<file path="src/rtl/uart_rx_byte_if.sv">
// Receive-side output bundle of one UART channel: framed byte, strobes and monitor state.
// master = the receiver that drives it, slave = the byte consumer or monitor.
interface uart_rx_byte_if;
  logic [7:0] rx_data;
  logic       rx_valid;
  logic       frame_err;
  logic       rx_busy;
  logic [3:0] state;

  modport master (
    output rx_data,
    output rx_valid,
    output frame_err,
    output rx_busy,
    output state
  );

  modport slave (
    input rx_data,
    input rx_valid,
    input frame_err,
    input rx_busy,
    input state
  );
endinterface

</file>
<file path="src/rtl/uart_rx_byte.sv">
// 8N1 UART receiver. It synchronises the rx pin and centre-samples each bit.
// It emits a one-cycle rx_valid strobe per good byte and a one-cycle frame_err strobe per bad stop.
module uart_rx_byte #(
  parameter int unsigned BAUD_DIV = 434
) (
  input  logic           sclk,
  input  logic           srst_n,
  input  logic           rx,
  uart_rx_byte_if.master rx_if
);

  typedef enum logic [3:0] {
    StIdle  = 4'd0,
    StStart = 4'd1,
    StData  = 4'd2,
    StStop  = 4'd3,
    StBrk   = 4'd4
  } state_e;

  localparam logic [15:0] HalfLast = 16'(BAUD_DIV / 2 - 1);
  localparam logic [15:0] BitLast  = 16'(BAUD_DIV - 1);

  state_e      state_q, state_d;
  logic        sync_q, rx_s_q, rx_prev_q;
  logic [15:0] baud_cnt_q, baud_cnt_d;
  logic [2:0]  bit_idx_q, bit_idx_d;
  logic [7:0]  shift_q, shift_d;
  logic [7:0]  rx_data_q, rx_data_d;
  logic        rx_valid_q, rx_valid_d;
  logic        frame_err_q, frame_err_d;

  logic fall, half_hit, bit_hit;

  assign fall     = rx_prev_q & ~rx_s_q;
  assign half_hit = (baud_cnt_q == HalfLast);
  assign bit_hit  = (baud_cnt_q == BitLast);

  // The synchroniser and edge flops reset to the idle level, so no start edge is seen after reset.
  always_ff @(posedge sclk) begin
    if (!srst_n) begin
      sync_q      <= 1'b1;
      rx_s_q      <= 1'b1;
      rx_prev_q   <= 1'b1;
      state_q     <= StIdle;
      baud_cnt_q  <= '0;
      bit_idx_q   <= '0;
      shift_q     <= '0;
      rx_data_q   <= '0;
      rx_valid_q  <= 1'b0;
      frame_err_q <= 1'b0;
    end else begin
      sync_q      <= rx;
      rx_s_q      <= sync_q;
      rx_prev_q   <= rx_s_q;
      state_q     <= state_d;
      baud_cnt_q  <= baud_cnt_d;
      bit_idx_q   <= bit_idx_d;
      shift_q     <= shift_d;
      rx_data_q   <= rx_data_d;
      rx_valid_q  <= rx_valid_d;
      frame_err_q <= frame_err_d;
    end
  end

  always_comb begin
    state_d = state_q;
    case (state_q)
      StIdle:  if (fall) state_d = StStart;
      StStart: if (half_hit) state_d = rx_s_q ? StIdle : StData;
      StData:  if (bit_hit && (bit_idx_q == 3'd7)) state_d = StStop;
      StStop:  if (bit_hit) state_d = rx_s_q ? StIdle : StBrk;
      StBrk:   if (rx_s_q) state_d = StIdle;
      default: state_d = StIdle;
    endcase
  end

  always_comb begin
    baud_cnt_d  = baud_cnt_q;
    bit_idx_d   = bit_idx_q;
    shift_d     = shift_q;
    rx_data_d   = rx_data_q;
    rx_valid_d  = 1'b0;
    frame_err_d = 1'b0;
    case (state_q)
      StStart: begin
        if (half_hit) begin
          baud_cnt_d = '0;
          bit_idx_d  = '0;
        end else begin
          baud_cnt_d = baud_cnt_q + 16'd1;
        end
      end
      StData: begin
        if (bit_hit) begin
          shift_d    = {rx_s_q, shift_q[7:1]};
          baud_cnt_d = '0;
          if (bit_idx_q != 3'd7) bit_idx_d = bit_idx_q + 3'd1;
        end else begin
          baud_cnt_d = baud_cnt_q + 16'd1;
        end
      end
      StStop: begin
        if (bit_hit) begin
          baud_cnt_d = '0;
          if (rx_s_q) begin
            rx_data_d  = shift_q;
            rx_valid_d = 1'b1;
          end else begin
            frame_err_d = 1'b1;
          end
        end else begin
          baud_cnt_d = baud_cnt_q + 16'd1;
        end
      end
      default: baud_cnt_d = '0;
    endcase
  end

  assign rx_if.rx_data   = rx_data_q;
  assign rx_if.rx_valid  = rx_valid_q;
  assign rx_if.frame_err = frame_err_q;
  assign rx_if.rx_busy   = (state_q != StIdle);
  assign rx_if.state     = state_q;

endmodule

</file>
<file path="src/flat_wrapper.sv">
// flat-port wrapper written by rule: the top's interface ports become plain ports
module uart_rx_byte_flat 
#(
  parameter int unsigned BAUD_DIV = 434
)
  (sclk, srst_n, rx, rx_if_rx_data, rx_if_rx_valid, rx_if_frame_err, rx_if_rx_busy, rx_if_state);
  uart_rx_byte_if rx_if_i ();
  input  logic sclk;
  input  logic srst_n;
  input  logic rx;
  output wire logic [$bits(rx_if_i.rx_data)-1:0] rx_if_rx_data;
  output wire logic [$bits(rx_if_i.rx_valid)-1:0] rx_if_rx_valid;
  output wire logic [$bits(rx_if_i.frame_err)-1:0] rx_if_frame_err;
  output wire logic [$bits(rx_if_i.rx_busy)-1:0] rx_if_rx_busy;
  output wire logic [$bits(rx_if_i.state)-1:0] rx_if_state;
  assign rx_if_rx_data = rx_if_i.rx_data;
  assign rx_if_rx_valid = rx_if_i.rx_valid;
  assign rx_if_frame_err = rx_if_i.frame_err;
  assign rx_if_rx_busy = rx_if_i.rx_busy;
  assign rx_if_state = rx_if_i.state;
  uart_rx_byte #(.BAUD_DIV(BAUD_DIV)) u_core (.sclk(sclk), .srst_n(srst_n), .rx(rx), .rx_if(rx_if_i));
endmodule
</file>
<file path="config.mk">
export PLATFORM = sky130hd
export DESIGN_NAME = uart_rx_byte_flat
export DESIGN_NICKNAME = d
export VERILOG_FILES = /design/src/rtl/uart_rx_byte_if.sv /design/src/rtl/uart_rx_byte.sv /design/src/flat_wrapper.sv
export SDC_FILE = /design/constraint.sdc
export NUM_CORES = 1
export LEC_CHECK = 0
export CORE_ASPECT_RATIO = 1.5
export CORE_MARGIN = 2
export CORE_UTILIZATION = 40
export DETAILED_ROUTE_END_ITERATION = 8
export DONT_BUFFER_PORTS = 1
export GPL_TIMING_DRIVEN = 0
export REMOVE_ABC_BUFFERS = 1
export SYNTH_ARGS = -nofsm -noshare
export SYNTH_HDL_FRONTEND = slang
export SYNTH_SLANG_ARGS = --single-unit
</file>
<file path="constraint.sdc">
create_clock -name sclk -period 2.9 [get_ports sclk]
set_input_delay 0.29 -clock sclk [delete_from_list [all_inputs] [get_ports sclk]]
set_output_delay 0.29 -clock sclk [all_outputs]
set_load 0.005 [all_outputs]
</file>
==> flow_metrics.py, run 1 <==
metrics = {
    "sta": {
        "finalSetupTns_ns": 0,
        "hold_slack_ns": 0.0742,
        "period_minus_slack_ns": 2.58,
        "fin_ws_ns": 0.316,
        "rsz0062_at_grt": "no",
        "finalSetupViolCount": 0,
        "relSlewSlack_pct": 65.9,
        "finalClockSkew_ns": 0.00882,
        "tightest_slew_ns": 0.506,
        "fmax_mhz": 387,
        "maxSlewViolCount": 0,
        "hold_viol_final": 0,
        "min_period_over_period_pct": 89.1,
    },
    "setup_path": {
        "critical_path_class": "flop to flop",
        "cp-end-kind": "flop",
        "startpoint": "u_core.baud_cnt_q[1]$_SDFF_PN0_",
        "rrSetupSlack_ns": 0.32,
        "r2r_start": "u_core.baud_cnt_q[1]$_SDFF_PN0_",
        "worstPathRequired_ns": 3.06,
        "regToRegEndpoint": "u_core.baud_cnt_q[3]$_SDFF_PN0_",
        "cp.arrival_ns": 2.75,
        "critical_path.max_fanout": 16,
        "crit_path_start_kind": "flop",
        "crit_end": "u_core.baud_cnt_q[3]$_SDFF_PN0_",
        "worst-r2r-cell-count": 7,
    },
    "power_and_ir_drop": {
        "p_total_mw": 1.07,
        "pwr-share-seq_pct": 55.5,
        "ir_drop_mv": 0.335,
        "clockPowerShare_pct": 43.0,
        "p_int_uw": 857,
        "p_sw_uw": 216,
        "power_density_nw_per_um2": 523,
        "p_sw_share_pct": 20.1,
        "p_leak_nw": 0.650,
        "p_comb_share_pct": 1.5,
    },
    "layout": {
        "stdcell_area_um2": 2050,
        "nNetsFinal": 208,
        "fin_cells": 265,
        "area_growth_pct": 7.47,
        "layout-drive-gt1-share_pct": 5.97,
        "num_antenna_cells": 0,
        "post-route-util_pct": 45.2,
        "n_fill_cell": 460,
    },
    "global_routing": {
        "busiest_layer": "met2",
        "grt_pass1_vias": 1341,
        "grt_max_degree": 31,
        "grt_pass1_wl_mm": 5.74,
        "met3_usage_pct": 3.51,
        "grt_antenna_before_repair": 0,
        "grtUsageTotal_pct": 13.9,
        "grtUsageMet2_pct": 25.9,
        "grt.overflow.total": 0,
        "met1_usage_pct": 14.4,
    },
    "floorplanning": {
        "die_area_um2": 5350,
        "io_pins": 18,
        "rows": 30,
        "core_area_um2": 4540,
        "start_util_pct": 42.0,
        "die_h_um": 88.6,
        "die_w_um": 60.4,
    },
    "cts": {
        "cts_resized": 0,
        "cts_sinks": 43,
        "cts_tree": "yes",
        "htreeDepth": 2,
        "cts_root_buf": "clkbuf_8",
        "post_cts_buffers": 0,
        "clk_pin_slew_ns": 0.08,
        "cts_buffer_depth": 2,
        "clk_latency_ns": 0.29,
        "ctsHoldBuffers": 0,
        "cts_buffers": 5,
    },
    "synthesis": {
        "ys_warn_count": 0,
        "ys_seq_elements": 43,
        "synthAdderAreaFrac_pct": 3.28,
        "avgSynthCellArea_um2": 9.41,
        "synthXorXnorAreaFrac_pct": 6.42,
        "synth_most_common_cell": "dfxtp_1",
        "yosysTopAreaCellShare_pct": 45.1,
        "synth_top_family_by_area": "simple AND/OR/NAND/NOR gates",
        "synth-simple-area-share_pct": 27.5,
        "synth_ff_type": "dfxtp_1",
        "synth_mux_area_share_pct": 8.91,
        "synth_async_sr_flop_share_pct": 0,
        "syn_inst": 203,
        "ys_seq_area_share_pct": 45.1,
        "synth_enable_flop_cells": 0,
        "synthTopCellsByCount": "43 x dfxtp_1, 27 x nor2_1, 18 x nor2b_1",
        "synth_cell_types": 36,
        "synth_compound_gate_area_share_pct": 4.98,
        "synth_area_leaders": "dfxtp_1 45%, mux2i_1 8.9%, nor2b_1 5.9%, nor2_1 5.3%, xnor2_1 3.7%",
        "syn_area_um2": 1910,
        "synth_top_area_cell": "dfxtp_1",
    },
    "outcome": {
        "status": "finished, final reports clean",
    },
    "placed_design": {
        "hpwlAfterDp_mm": 2.29,
        "dp_slack_ns": 0.269,
        "placed_area_um2": 1940,
        "portBuffers": 0,
        "routabilityCongestion": 0.781,
        "placed_cells": 257,
    },
    "route": {
        "drt-pass1-iter-count": 4,
        "routedWlPerCell_um": 11.8,
        "drtIter0Drc": 64,
        "vias": 1310,
        "drc_errors": 0,
        "drt_wl_total_mm": 3.14,
        "postRouteAntennaNets": 0,
        "routed_via_density": 4.94,
    },
    "min_path": {
        "hold_class": "input port to flop",
        "min_from": "srst_n",
    },
    "job": {
        "cap_viol_max_count": 0,
    },
}
## critical path, stage by stage (launching register included)
cell	delay [ns]
dfxtp_1	0.31
inv_1	0.11
ha_1	0.15
or3b_2	0.45
or4_1	0.65
a22o_1	0.29
o221ai_4	0.39
nor2_1	0.10
## power groups by stage
stage | combinational, mW | clock (mW) | sequential [mW]
2_1_floorplan | 0.0140 | 0 | 0.609
3_3_place_gp | 0.0157 | 0 | 0.610
3_5_place_dp | 0.0159 | 0 | 0.610
4_1_cts | 0.0159 | 0.480 | 0.596
5_1_grt | 0.0181 | 0.503 | 0.597
6_report | 0.0157 | 0.462 | 0.596
## layout by cell type (no fill, tap or decap), types with 4 or more instances in the layout
cell | Yosys | layout
nand2_1 | 15 | 15
mux2i_1 | 17 | 17
nor3_1 | 5 | 5
clkbuf_8 | 0 | 5
o22ai_1 | 4 | 4
inv_1 | 5 | 5
nand3_1 | 5 | 5
dfxtp_1 | 43 | 43
or4_1 | 5 | 5
nand2b_1 | 5 | 5
xor2_1 | 6 | 6
ha_1 | 5 | 5
nor2_1 | 27 | 27
nor2b_1 | 18 | 18
xnor2_1 | 8 | 8
## per-layer routing
metal  wire length [um]  share of wire (%)  vias to the layer above
li1                   -                  -                      679
met1               1290                 41                      612
met2               1720                 55                       15
met3                 81                2.6                        4
met4                 45                1.4                        0
met5                  0                  0                        -
## sequential cells by signal (all words and copies together) (netlist names)
signal and cells:
u_core.rx_if.rx_data 8, u_core.rx_prev_q 1, u_core.bit_idx_q 3, u_core.rx_s_q 1, u_core.rx_if.frame_err 1, u_core.sync_q 1
u_core.rx_if.rx_valid 1, u_core.baud_cnt_q 16, u_core.rx_if.state 3, u_core.shift_q 8
## area by class of cell
type / instances / area, um^2 / share of cell area [%]
clock buffer: 5 / 68.8 / 3.35
clock inverter: 3 / 43.8 / 2.13
inverter: 5 / 18.8 / 0.915
multi-input combinational: 145 / 980 / 47.7
sequential: 43 / 861 / 42.0
tap: 64 / 80.1 / 3.90
## cells by family after synthesis
family / Yosys count
AO/OA/AOI/OAI: 11
XOR/XNOR: 14
adder cells (fa/ha/maj): 5
buffers and inverters: 15
flip-flops: 43
multiplexers: 17
other: 1
AND/OR/NAND/NOR: 97
## worst min path at each step
stage / slack (ns) / cells past startpoint / end
global placement: 0.37 / 1 / u_core.rx_s_q$_SDFF_PN1_
CTS: 0.06 / 1 / u_core.rx_s_q$_SDFF_PN1_
floorplan: 0.36 / 1 / u_core.rx_s_q$_SDFF_PN1_
detailed placement: 0.37 / 1 / u_core.rx_s_q$_SDFF_PN1_
global route: 0.06 / 1 / u_core.rx_s_q$_SDFF_PN1_
finish: 0.07 / 1 / u_core.rx_s_q$_SDFF_PN1_
Power figures use the tool's default switching activity.
==> inputs of run 2 (changes only) <==
==> constraint.sdc (replaced) <==
create_clock -name sclk -period 2.58 [get_ports sclk]
set_input_delay 0.258 -clock sclk [delete_from_list [all_inputs] [get_ports sclk]]
set_output_delay 0.258 -clock sclk [all_outputs]
set_load 0.005 [all_outputs]
==> run 2 against run 1 <==
Count of clock-buffer cells in the layout stayed put. Highest routed layer unchanged. Cell area is 1.2% higher. Critical endpoint is now u_core.baud_cnt_q[15]$_SDFF_PN0_. First-iteration DRC count down 16%. Critical path type unchanged. Hold slack worse by 0.031 ns.
==> flow_metrics.py, run 2 (synthesized netlist as in run 1, its figures left out) <==
metrics = {
    "cts": {
        "clk_pin_slew_ns": 0.08,
        "htreeDepth": 2,
        "clk_latency_ns": 0.30,
        "cts_buffers": 5,
        "cts_tree": "yes",
        "cts_root_buf": "clkbuf_8",
        "cts_sinks": 43,
        "cts_buffer_depth": 2,
    },
    "placed_design": {
        "hpwlAfterDp_mm": 2.29,
        "portBuffers": 0,
        "routabilityCongestion": 0.781,
        "dp_slack_ns": -0.0515,
    },
    "setup_path": {
        "worstPathRequired_ns": 2.77,
        "regToRegEndpoint": "u_core.baud_cnt_q[15]$_SDFF_PN0_",
        "crit_chain": "or4_1, or4_1, a22o_1, o221ai_4, buf_12, nor2_1",
        "rrSetupSlack_ns": 0.18,
        "cpLargestDelayFamily": "simple AND/OR/NAND/NOR gates",
        "worst-r2r-cell-count": 6,
        "cp-end-kind": "flop",
        "critical_path.max_fanout": 16,
        "path_buf_inv": 1,
        "slowest_stage": "or4_1",
        "crit_path_start_kind": "flop",
        "crit_path_frequent_cell": "or4_1",
        "r2r_start": "u_core.baud_cnt_q[2]$_SDFF_PN0_",
        "cp.arrival_ns": 2.59,
        "critical-path-max-stage-delay_ns": 0.61,
        "critical_path_class": "flop to flop",
    },
    "sta": {
        "period_minus_slack_ns": 2.40,
        "fin_ws_ns": 0.177,
        "min_period_over_period_pct": 93.1,
        "fmax_mhz": 416,
        "rsz0062_at_grt": "no",
        "maxSlewViolCount": 0,
        "relSlewSlack_pct": 65.2,
        "finalClockSkew_ns": 0.0104,
        "finalSetupViolCount": 0,
        "hold_viol_final": 0,
        "tightest_slew_ns": 0.518,
    },
    "outcome": {
        "status": "finished, final reports clean",
    },
    "layout": {
        "nNetsFinal": 209,
        "num_antenna_cells": 0,
        "largest_reg_flops": 16,
        "layout_common_cells": "43 x dfxtp_1, 27 x nor2_1, 18 x nor2b_1",
        "post-route-util_pct": 45.7,
        "regMostFlops": "u_core.baud_cnt_q",
        "layout-drive-gt1-share_pct": 6.93,
        "n_fill_cell": 456,
        "layout_commonest_cell": "dfxtp_1",
        "area_growth_pct": 8.72,
    },
    "route": {
        "routed_via_density": 4.90,
        "postRouteAntennaNets": 0,
        "routedWlPerCell_um": 11.9,
        "drt_wl_total_mm": 3.16,
        "drt-pass1-iter-count": 4,
        "vias": 1304,
        "drc_errors": 0,
        "drtIter0Drc": 54,
    },
    "power_and_ir_drop": {
        "power_density_nw_per_um2": 582,
        "ir_drop_mv": 0.376,
        "p_leak_nw": 0.662,
    },
    "min_path": {
        "hold_end": "u_core.rx_s_q$_SDFF_PN1_",
        "whs_path_depth": 1,
        "hold_class": "input port to flop",
        "min_from": "srst_n",
    },
    "floorplanning": {
        "die_w_um": 60.4,
        "die_h_um": 88.6,
        "io_pins": 18,
        "die_area_um2": 5350,
        "core_area_um2": 4540,
        "rows": 30,
        "start_util_pct": 42.0,
    },
    "global_routing": {
        "grt.overflow.total": 0,
        "grt_pass1_wl_mm": 5.80,
        "grt_pass1_vias": 1344,
        "grt_antenna_before_repair": 0,
        "grtUsageTotal_pct": 14.1,
        "grt_max_degree": 31,
    },
    "job": {
        "cap_viol_max_count": 0,
    },
}
## run 2: cell count changes in the layout (fill, tap and decap cells not counted)
cell	change
or4_1	-1
or4_4	+1
buf_12	+1
## run 2: layer usage
metal / part of all wire, % / wire (um) / track usage, %
met5: 0 / 0 / 0
met4: 1.4 / 45 / 5.73
met3: 2.3 / 73 / 3.51
met2: 54 / 1710 / 25.9
met1: 42 / 1330 / 14.9
## run 2: how the worst max path moves through the flow
stage	cells after the start	slack (ns)	endpoint	start
floorplan	7	0.25	u_core.baud_cnt_q[10]$_SDFF_PN0_	u_core.baud_cnt_q[1]$_SDFF_PN0_
detailed placement	7	-0.05	u_core.baud_cnt_q[3]$_SDFF_PN0_	u_core.baud_cnt_q[1]$_SDFF_PN0_
global route	6	0.05	u_core.baud_cnt_q[14]$_SDFF_PN0_	u_core.baud_cnt_q[2]$_SDFF_PN0_
global placement	7	0.002	u_core.baud_cnt_q[15]$_SDFF_PN0_	u_core.baud_cnt_q[1]$_SDFF_PN0_
CTS	8	0.08	u_core.baud_cnt_q[3]$_SDFF_PN0_	u_core.baud_cnt_q[1]$_SDFF_PN0_
finish	6	0.18	u_core.baud_cnt_q[15]$_SDFF_PN0_	u_core.baud_cnt_q[2]$_SDFF_PN0_
## run 2: worst register-to-register path, cell delays in order, from the launching register on
cell and delay, ns:
dfxtp_1 0.38, or4_1 0.59, or4_1 0.61, a22o_1 0.31
o221ai_4 0.20, buf_12 0.17, nor2_1 0.05
## run 2: stage by stage
stage / TNS [ns] / power (mW) / cell area (um^2) / hold WS (ns) / cells
detailed placement: -0.543 / 0.703 / 1940 / 0.339 / 257
floorplan: 0 / 0.700 / 1860 / 0.331 / 193
CTS: 0 / 1.23 / 2070 / 0.0311 / 266
global route: 0 / 1.26 / 2080 / 0.0299 / 266
global placement: 0 / 0.703 / 1940 / 0.339 / 257
finish: 0 / 1.21 / 2080 / 0.0432 / 266
## run 2: what timing repair did
| action | in CTS | in global routing |
|---|---|---|
| endpoints found under the hold margin | 0 | 0 |
| buffers inserted | 1 | 0 |
| hold buffers | 0 | 0 |
| pin swaps | 1 | 0 |
| setup endpoints to repair | 16 | 16 |
| gates resized for setup | 0 | 1 |
## run 2: power by group
part	switching, mW	internal, mW
logic	0.00820	0.0101
clock network	0.232	0.288
registers	0.00407	0.666
## run 2: cell type report
class	instances	area, um^2	share of cell area (%)
clock buffer	5	68.8	3.32
clock inverter	3	43.8	2.11
inverter	5	18.8	0.904
multi-input combinational	145	983	47.4
sequential	43	861	41.5
tap	64	80.1	3.86
timing repair buffer	1	20.0	0.964
==> inputs of run 3 (changes only) <==
--- a/config.mk
+++ b/config.mk
@@ -7,10 +7,11 @@
 export LEC_CHECK = 0
 export CORE_ASPECT_RATIO = 1.5
 export CORE_MARGIN = 2
-export CORE_UTILIZATION = 40
+export CORE_UTILIZATION = 55
 export DETAILED_ROUTE_END_ITERATION = 8
 export DONT_BUFFER_PORTS = 1
 export GPL_TIMING_DRIVEN = 0
+export PLACE_DENSITY = 0.7
 export REMOVE_ABC_BUFFERS = 1
 export SYNTH_ARGS = -nofsm -noshare
 export SYNTH_HDL_FRONTEND = slang
==> run 3 against run 2 <==
First-iteration DRC count down 44%. Hold slack gained 0.00062 ns. Count of clock-buffer cells in the layout rose by 1. Clock power decreased by 22%. Critical endpoint is now u_core.baud_cnt_q[4]$_SDFF_PN0_. Critical path type unchanged. Largest power group unchanged.
==> flow_metrics.py, run 3 (synthesized netlist as in run 1, its figures left out) <==
metrics = {
    "outcome": {
        "status": "finished, final reports clean",
    },
    "sta": {
        "hold_slack_ns": 0.0438,
        "rsz0062_at_grt": "no",
        "tightest_slew_ns": 0.539,
        "hold_viol_final": 0,
        "finalSetupViolCount": 0,
        "fmax_mhz": 407,
        "finalClockSkew_ns": 0.00909,
        "maxSlewViolCount": 0,
        "relSlewSlack_pct": 63.8,
        "min_period_over_period_pct": 95.2,
        "period_minus_slack_ns": 2.46,
        "finalSetupTns_ns": 0,
    },
    "power_and_ir_drop": {
        "p_sw_uw": 231,
        "p_comb_share_pct": 1.7,
        "p_leak_nw": 0.644,
        "p_int_uw": 865,
        "p_sw_share_pct": 21.1,
        "p_total_mw": 1.10,
        "clockPowerShare_pct": 37.1,
        "pwr-share-seq_pct": 61.2,
        "power_density_nw_per_um2": 543,
        "ir_drop_mv": 0.342,
    },
    "placed_design": {
        "portBuffers": 0,
        "placed_area_um2": 1910,
        "routabilityCongestion": 0.853,
        "hpwlAfterDp_mm": 2.42,
    },
    "layout": {
        "regArea_um2": 861,
        "multi_input_area_um2": 980,
        "post-route-util_pct": 60.2,
        "layout_common_cells": "43 x dfxtp_1, 27 x nor2_1, 18 x nor2b_1",
        "area_growth_pct": 5.64,
        "largest_reg_flops": 16,
        "nNetsFinal": 209,
        "layout-drive-gt1-share_pct": 5.94,
        "stdcell_area_um2": 2020,
        "regMostFlops": "u_core.baud_cnt_q",
        "n_fill_cell": 294,
        "num_antenna_cells": 0,
        "layout_commonest_cell": "dfxtp_1",
    },
    "floorplanning": {
        "die_w_um": 52.1,
        "die_area_um2": 3970,
        "rows": 26,
        "die_h_um": 76.2,
        "core_area_um2": 3350,
        "start_util_pct": 57.0,
        "io_pins": 18,
    },
    "cts": {
        "cts_tree": "yes",
        "cts_sinks": 43,
        "cts_buffers": 5,
        "cts_buffer_depth": 2,
        "clk_pin_slew_ns": 0.07,
        "clk_latency_ns": 0.29,
        "htreeDepth": 2,
        "cts_root_buf": "clkbuf_8",
    },
    "route": {
        "drt-pass1-iter-count": 4,
        "drc_errors": 0,
        "routedWlPerCell_um": 13.5,
        "postRouteAntennaNets": 0,
        "drtIter0Drc": 30,
        "drt_wl_total_mm": 3.31,
        "routed_via_density": 5.48,
        "vias": 1337,
    },
    "global_routing": {
        "grt.overflow.total": 0,
        "grt_pass1_vias": 1417,
        "grt_max_degree": 31,
        "grt_antenna_before_repair": 0,
        "grtUsageTotal_pct": 19.1,
        "grt_pass1_wl_mm": 5.92,
    },
    "setup_path": {
        "critical_path_class": "flop to flop",
        "crit_path_start_kind": "flop",
        "critical_path.max_fanout": 16,
        "cp.arrival_ns": 2.64,
        "worstPathRequired_ns": 2.76,
        "cp-end-kind": "flop",
    },
    "job": {
        "cap_viol_max_count": 0,
    },
    "min_path": {
        "hold_class": "input port to flop",
    },
}
run 3: changes by cell type in the layout (fill, tap and decap cells not counted):
| cell | change |
|---|---|
| bufinv_16 | -1 |
| clkbuf_1 | +1 |
| clkinv_4 | -1 |
| clkinvlp_4 | +1 |
| or4_1 | +1 |
| or4_4 | -1 |
run 3: final cells by class:
class	instances	area share, %
clock buffers	6	3.60
clock inverters	2	0.620
inverters	5	0.931
multi-input cells	145	48.6
flip-flops and latches	43	42.7
well taps	42	2.61
repair buffers	1	0.993
run 3: layer usage:
metal / part of all wire (%) / vias up / global-route usage (%)
met5: 0 / - / 0
met4: 2.8 / 0 / 10.5
met3: 3.1 / 11 / 4.12
met2: 53 / 28 / 33.2
met1: 41 / 617 / 20.5
li1: - / 681 / -
run 3: power groups by stage:
| stage | Sequential, mW | Clock, mW | Combinational (mW) |
|---|---|---|---|
| detailed placement | 0.686 | 0 | 0.0178 |
| CTS | 0.670 | 0.428 | 0.0179 |
| floorplan | 0.685 | 0 | 0.0157 |
| global route | 0.671 | 0.460 | 0.0206 |
| finish | 0.670 | 0.407 | 0.0186 |
| global placement | 0.686 | 0 | 0.0169 |
run 3: path summary, 6_finish.rpt:
kind	from	endpoint	slack, ns	cells after the start
worst min register to register	u_core.sync_q$_SDFF_PN1_	u_core.rx_s_q$_SDFF_PN1_	0.41	1
worst max register to register	u_core.baud_cnt_q[1]$_SDFF_PN0_	u_core.baud_cnt_q[4]$_SDFF_PN0_	0.12	8
worst max-delay path	u_core.baud_cnt_q[1]$_SDFF_PN0_	u_core.baud_cnt_q[4]$_SDFF_PN0_	0.12	8
worst min-delay path	srst_n	u_core.rx_s_q$_SDFF_PN1_	0.04	1
run 3: stage by stage:
step | cells | setup slack, ns
final | 244 | 0.124
after global routing | 244 | 0.0364
after CTS | 243 | 0.00120
after detailed placement | 235 | 0.0103
after global placement | 235 | 0.0502
after floorplan | 193 | 0.253
run 3: what timing repair did:
item / 4_1_cts / 5_1_grt
endpoints found under the hold margin: 0 / 0
hold buffers: 0 / 0
endpoints found under the setup margin: 0 / 16
setup buffers: 0 / 1
gates resized for setup: 0 / 0
run 3: critical path, stage by stage (launching register included):
cell      delay [ns]
dfxtp_1         0.32
inv_1           0.10
ha_1            0.14
or3b_2          0.45
or4_1           0.64
a22o_1          0.29
o221ai_4        0.20
buf_12          0.17
nor2_1          0.05
